===== config.mk =====
export PLATFORM = sky130hd
export DESIGN_NAME = uart_tx_maj
export DESIGN_NICKNAME = d
export VERILOG_FILES = /design/src/rtl/uart_pkg.sv /design/src/rtl/uart_bit_timer.sv /design/src/rtl/uart_tx_maj.sv
export SDC_FILE = /design/constraint.sdc
export NUM_CORES = 1
export LEC_CHECK = 0
export BUFFER_PORTS_ARGS = -buffer_cell sky130_fd_sc_hd__buf_4
export CORE_MARGIN = 4
export CORE_UTILIZATION = 55
export DETAILED_ROUTE_END_ITERATION = 8
export PLACE_DENSITY_LB_ADDON = 0.1
export SYNTH_ARGS = -nofsm -noshare
export SYNTH_HDL_FRONTEND = slang
export SYNTH_SLANG_ARGS = --single-unit

===== constraint.sdc =====
create_clock -name clk -period 2.5 [get_ports clk]
set_input_delay 0.375 -clock clk [delete_from_list [all_inputs] [get_ports clk]]
set_output_delay 0.375 -clock clk [all_outputs]
set_load 0.02 [all_outputs]

===== src/rtl/uart_pkg.sv =====
// Shared UART FSM state encoding and clog2 helper.
// ST_PARITY is present only when UART_TX_PARITY_EN is defined.
package uart_pkg;

  typedef enum logic [2:0] {
    ST_IDLE,
    ST_START,
    ST_DATA,
`ifdef UART_TX_PARITY_EN
    ST_PARITY,
`endif
    ST_STOP
  } uart_state_e;

  // Ceiling log2 with a minimum of 1, so counters are never zero width.
  function automatic int unsigned clog2(input int unsigned value);
    int unsigned width;
    width = 0;
    for (int unsigned p = 1; p < value; p = p << 1) width++;
    return (width == 0) ? 1 : width;
  endfunction

endpackage


===== src/rtl/uart_bit_timer.sv =====
// Bit-time down-counter: reloads to CLKS_PER_BIT-1 and ticks when the count is 0.
module uart_bit_timer
  import uart_pkg::*;
#(
  parameter int unsigned CLKS_PER_BIT = 16
) (
  input  logic clk,
  input  logic reset,
  input  logic reload,
  output logic tick
);

  localparam int unsigned CW = clog2(CLKS_PER_BIT);
  localparam logic [CW-1:0] LOAD = CW'(CLKS_PER_BIT - 1);

  logic [CW-1:0] cnt_q, cnt_d;

  always_comb begin
    cnt_d = cnt_q;
    if (reload) begin
      cnt_d = LOAD;
    end else if (cnt_q != '0) begin
      cnt_d = cnt_q - 1'b1;
    end
  end

  always_ff @(posedge clk) begin
    if (reset) begin
      cnt_q <= '0;
    end else begin
      cnt_q <= cnt_d;
    end
  end

  assign tick = (cnt_q == '0);

endmodule


===== src/rtl/uart_tx_maj.sv =====
// UART transmitter, LSB first, tx registered so each bit level is glitch-free.
// Optional even-parity bit between data and stop: define UART_TX_PARITY_EN.
module uart_tx_maj
  import uart_pkg::*;
#(
  parameter int unsigned CLKS_PER_BIT = 16,
  parameter int unsigned DATA_BITS    = 8
) (
  input  logic                 clk,
  input  logic                 reset,
  input  logic [DATA_BITS-1:0] data_in,
  input  logic                 data_valid,
  output logic                 ready,
  output logic                 busy,
  output logic                 tx
);

  localparam int unsigned IW = clog2(DATA_BITS);
  localparam logic [IW-1:0] LAST_IDX = IW'(DATA_BITS - 1);

  uart_state_e          state_q, state_d;
  logic [DATA_BITS-1:0] data_q, data_d;
  logic [IW-1:0]        idx_q, idx_d;
  logic                 tx_q, tx_d;
  logic                 reload;
  logic                 tick;
`ifdef UART_TX_PARITY_EN
  logic                 parity_q, parity_d;
`endif

  uart_bit_timer #(
    .CLKS_PER_BIT(CLKS_PER_BIT)
  ) u_timer (
    .clk   (clk),
    .reset (reset),
    .reload(reload),
    .tick  (tick)
  );

  // tx_d is the level for the next bit, so it is set on the same edge as the state change.
  always_comb begin
    state_d = state_q;
    data_d  = data_q;
    idx_d   = idx_q;
    tx_d    = tx_q;
    reload  = 1'b0;
`ifdef UART_TX_PARITY_EN
    parity_d = parity_q;
`endif
    case (state_q)
      ST_IDLE: begin
        tx_d = 1'b1;
        if (data_valid) begin
          data_d  = data_in;
          idx_d   = '0;
          tx_d    = 1'b0;
          reload  = 1'b1;
          state_d = ST_START;
`ifdef UART_TX_PARITY_EN
          parity_d = ^data_in;
`endif
        end
      end
      ST_START: begin
        if (tick) begin
          tx_d    = data_q[0];
          idx_d   = '0;
          reload  = 1'b1;
          state_d = ST_DATA;
        end
      end
      ST_DATA: begin
        if (tick) begin
          reload = 1'b1;
          if (idx_q == LAST_IDX) begin
`ifdef UART_TX_PARITY_EN
            tx_d    = parity_q;
            state_d = ST_PARITY;
`else
            tx_d    = 1'b1;
            state_d = ST_STOP;
`endif
          end else begin
            // Word shifts right so the next payload bit is always at index 1.
            idx_d  = idx_q + 1'b1;
            data_d = data_q >> 1;
            tx_d   = data_q[1];
          end
        end
      end
`ifdef UART_TX_PARITY_EN
      ST_PARITY: begin
        if (tick) begin
          tx_d    = 1'b1;
          reload  = 1'b1;
          state_d = ST_STOP;
        end
      end
`endif
      ST_STOP: begin
        if (tick) begin
          tx_d    = 1'b1;
          reload  = 1'b1;
          state_d = ST_IDLE;
        end
      end
      default: begin
        tx_d    = 1'b1;
        state_d = ST_IDLE;
      end
    endcase
  end

  always_ff @(posedge clk) begin
    if (reset) begin
      state_q <= ST_IDLE;
      data_q  <= '0;
      idx_q   <= '0;
      tx_q    <= 1'b1;
`ifdef UART_TX_PARITY_EN
      parity_q <= 1'b0;
`endif
    end else begin
      state_q <= state_d;
      data_q  <= data_d;
      idx_q   <= idx_d;
      tx_q    <= tx_d;
`ifdef UART_TX_PARITY_EN
      parity_q <= parity_d;
`endif
    end
  end

  assign ready = (state_q == ST_IDLE);
  assign busy  = (state_q != ST_IDLE);
  assign tx    = tx_q;

endmodule

==> flow_summary.toml <==
[critical_path]
ff2ff_path_depth = 6
path_common_cell = "ha_1"
startpoint_type = "flop"
r2r_setup_slack_ns = 0.46
crit_fanout = 15
rr_endpoint = "data_q[7]$_SDFFE_PP0P_"
cp_slowest_cell = "or4b_4"
criticalPathCategory = "reg -> reg"
crit_start = "idx_q[0]$_SDFFE_PP0P_"
r2r-start = "idx_q[0]$_SDFFE_PP0P_"
cpPeakStageDelay_ns = 0.51
crit_arrival_ns = 2.24
worst-endpoint-required_ns = 2.69
crit_chain = "ha_1, ha_1, or4b_4, a21oi_4, mux2i_1, nor2_1"
cp-end-kind = "flop"

[detailed_routing]
first_pass_iters = 4
via_per_inst = 5.50
wl_mm = 1.85
drt-initial-drc-count = 10
drc = 0
wl_per_cell_um = 12.9
antenna_left = 0
via_count = 787

[hold_path]
worstHoldStart = "reset"
hold_path_end = "data_q[5]$_SDFFE_PP0P_"
hold_depth = 2
min_path_type = "in -> reg"

[global_route]
grt_antenna_before_repair = 0
grt_pass1_wl_mm = 3.26
grt.overflow.total = 0
first_global_vias = 749
grt_max_degree = 20
gr-usage-all-layers_pct = 17.1

[job]
cap_violations = 0

[clocking]
clk_pin_slew_ns = 0.11
cts_resized = 0
clkSinkCount = 18
postCtsHoldBufs = 0
post_cts_buffers = 0
ctsLongestPathBuffers = 2
cts_tree = "built"
cts-buffers-inserted = 3
cts.htree.levels = 1
root_buffer = "clkbuf_4"
worstSkewPairLatency_ns = 0.30

[floorplan]
ioPinCount = 14
die_y_um = 50.5
start_util_pct = 57.5
coreArea_sq_um = 1730
dieArea_sq_um = 2550
die_x_um = 50.5
rows = 15

[power]
ir_worst_vdd_uv = 625
switching_share_pct = 42.3
power.total_mw = 1.42
pwr-share-comb_pct = 52.7
p_int_mw = 0.821
pwr-share-seq_pct = 34.2
p_leak_nw = 0.473
p_per_area_nw_per_um2 = 1250
power_frac_clock_pct = 13.1
power.switching_mw = 0.601

[timing]
hold_violations = 0
min_period_ns = 2.04
hold_slack_ns = 0.389
slew_headroom_pct = 69.2
drv_slew = 0
rsz0062_at_grt = "no"
setup_viol = 0
final.period_utilization_pct = 81.8
finalSetupTns_ns = 0
tightest_slew_ns = 0.461
fmax_mhz = 489
setup_slack_ns = 0.455
fin_worst_skew_ns = 0.00742

[synthesis]
netlist_area_sq_um = 992
synth_top_area_share_pct = 36.3
syn-num-nets = 124
syn_area_per_cell_sq_um = 9.54
synth_edf_count = 0
synth.largest_area_cell = "dfxtp_1"
synth-adder-area-share_pct = 11.3
yosysWarnings = 0
yosysMostFrequentCell = "dfxtp_1"
ys.flop_type = "dfxtp_1"
synth-simple-area-share_pct = 17.3
synth_common_cells = "dfxtp_1 (18), nor2_1 (12), mux2i_1 (10)"
synth_compound_area_share_pct = 18.2
synth_top_family_by_area = "compound AO/OA/AOI/OAI gates"
ys_ff_latch = 18
synth_area_leaders = "dfxtp_1 (36%), ha_1 (11%), mux2i_1 (10%), nor2_1 (4.5%), a211oi_1 (3.8%)"
netlist-cell-type-count = 29
ys_seq_area_share_pct = 36.3
synthCells = 104
synth_mux_area_share_pct = 11.2
yosys.area_share.xor_xnor_pct = 0.883
synth-async-reset-ratio_pct = 0

[layout]
fin_nets = 139
synthToLayoutAreaGrowth_pct = 14.5
drive_gt1_share_pct = 21.2
n_antenna_cell = 0

[placement]
place_ws_ns = 0.483
port_buffers = 13
routabilityCongestion = 0.789

[outcome]
outcome = "complete, no violations"
[placed cells by master (no fill, tap or decap), types with 4 or more instances in the layout]
| cell type | count |
|---|---|
| ha_1 | 9 |
| nand2b_1 | 4 |
| mux2i_1 | 10 |
| nor2_1 | 12 |
| dfxtp_1 | 18 |
| a211oi_1 | 5 |
| inv_1 | 5 |
| buf_4 | 14 |
| a21oi_1 | 7 |
[state kept, by name (all words and copies together) (netlist names)]
name	cells
u_timer.cnt_q	4
idx_q	3
data_q	8
tx	1
state_q	2
[worst max-delay path by stage]
stage / endpoint / depth (start not counted) / slack (ns)
after global placement: data_q[7]$_SDFFE_PP0P_ / 6 / 0.51
after floorplan: data_q[0]$_SDFFE_PP0P_ / 7 / 0.65
final: data_q[7]$_SDFFE_PP0P_ / 6 / 0.46
after global routing: data_q[1]$_SDFFE_PP0P_ / 6 / 0.29
after detailed placement: data_q[7]$_SDFFE_PP0P_ / 6 / 0.48
after CTS: data_q[7]$_SDFFE_PP0P_ / 6 / 0.46
[power by group through the flow]
stage / Clock [mW] / Sequential, mW / Combinational [mW]
detailed placement: 0 / 0.491 / 0.750
CTS: 0.189 / 0.486 / 0.756
finish: 0.186 / 0.486 / 0.750
global route: 0.205 / 0.500 / 0.849
floorplan: 0 / 0.477 / 0.607
global placement: 0 / 0.486 / 0.733
[logic make-up after synthesis]
kind of cell    count (synthesis)
simple gates                   32
compound gates                 24
flops                          18
mux                            11
buf+inv                         9
fa+ha+maj                       9
xor+xnor                        1
[routing by layer]
metal / global-route usage, % / up-vias / part of all wire, %
met1: 20.0 / 368 / 47
met4: 8.07 / 0 / 1.7
met5: 0 / - / 0
li1: - / 398 / -
met2: 28.3 / 17 / 47
met3: 5.34 / 4 / 3.7
[layout make-up]
cell class | instances | area [sq um]
Sequential cell | 18 | 360
Fill cell | 156 | 591
Multi-Input combinational cell | 77 | 584
Timing Repair Buffer | 14 | 105
Inverter | 5 | 18.8
Tap cell | 25 | 31.3
Clock buffer | 4 | 36.3
[worst max-delay path, delay by kind of cell, from the launching register on]
family | cells | cell delay [ns]
AO/OA/AOI/OAI | 1 | 0.40
adder cells (fa/ha/maj) | 2 | 0.41
flip-flops | 1 | 0.34
multiplexers | 1 | 0.23
AND/OR/NAND/NOR | 2 | 0.56
[stage by stage]
step,instances,util (%),instance area (sq um)
global route,143,65.8,1140
floorplan,104,-,992
CTS,143,65.8,1140
detailed placement,139,63.7,1100
global placement,139,63.7,1100
finish,143,65.8,1140
Note: power is estimated with default switching activity, not from simulation.
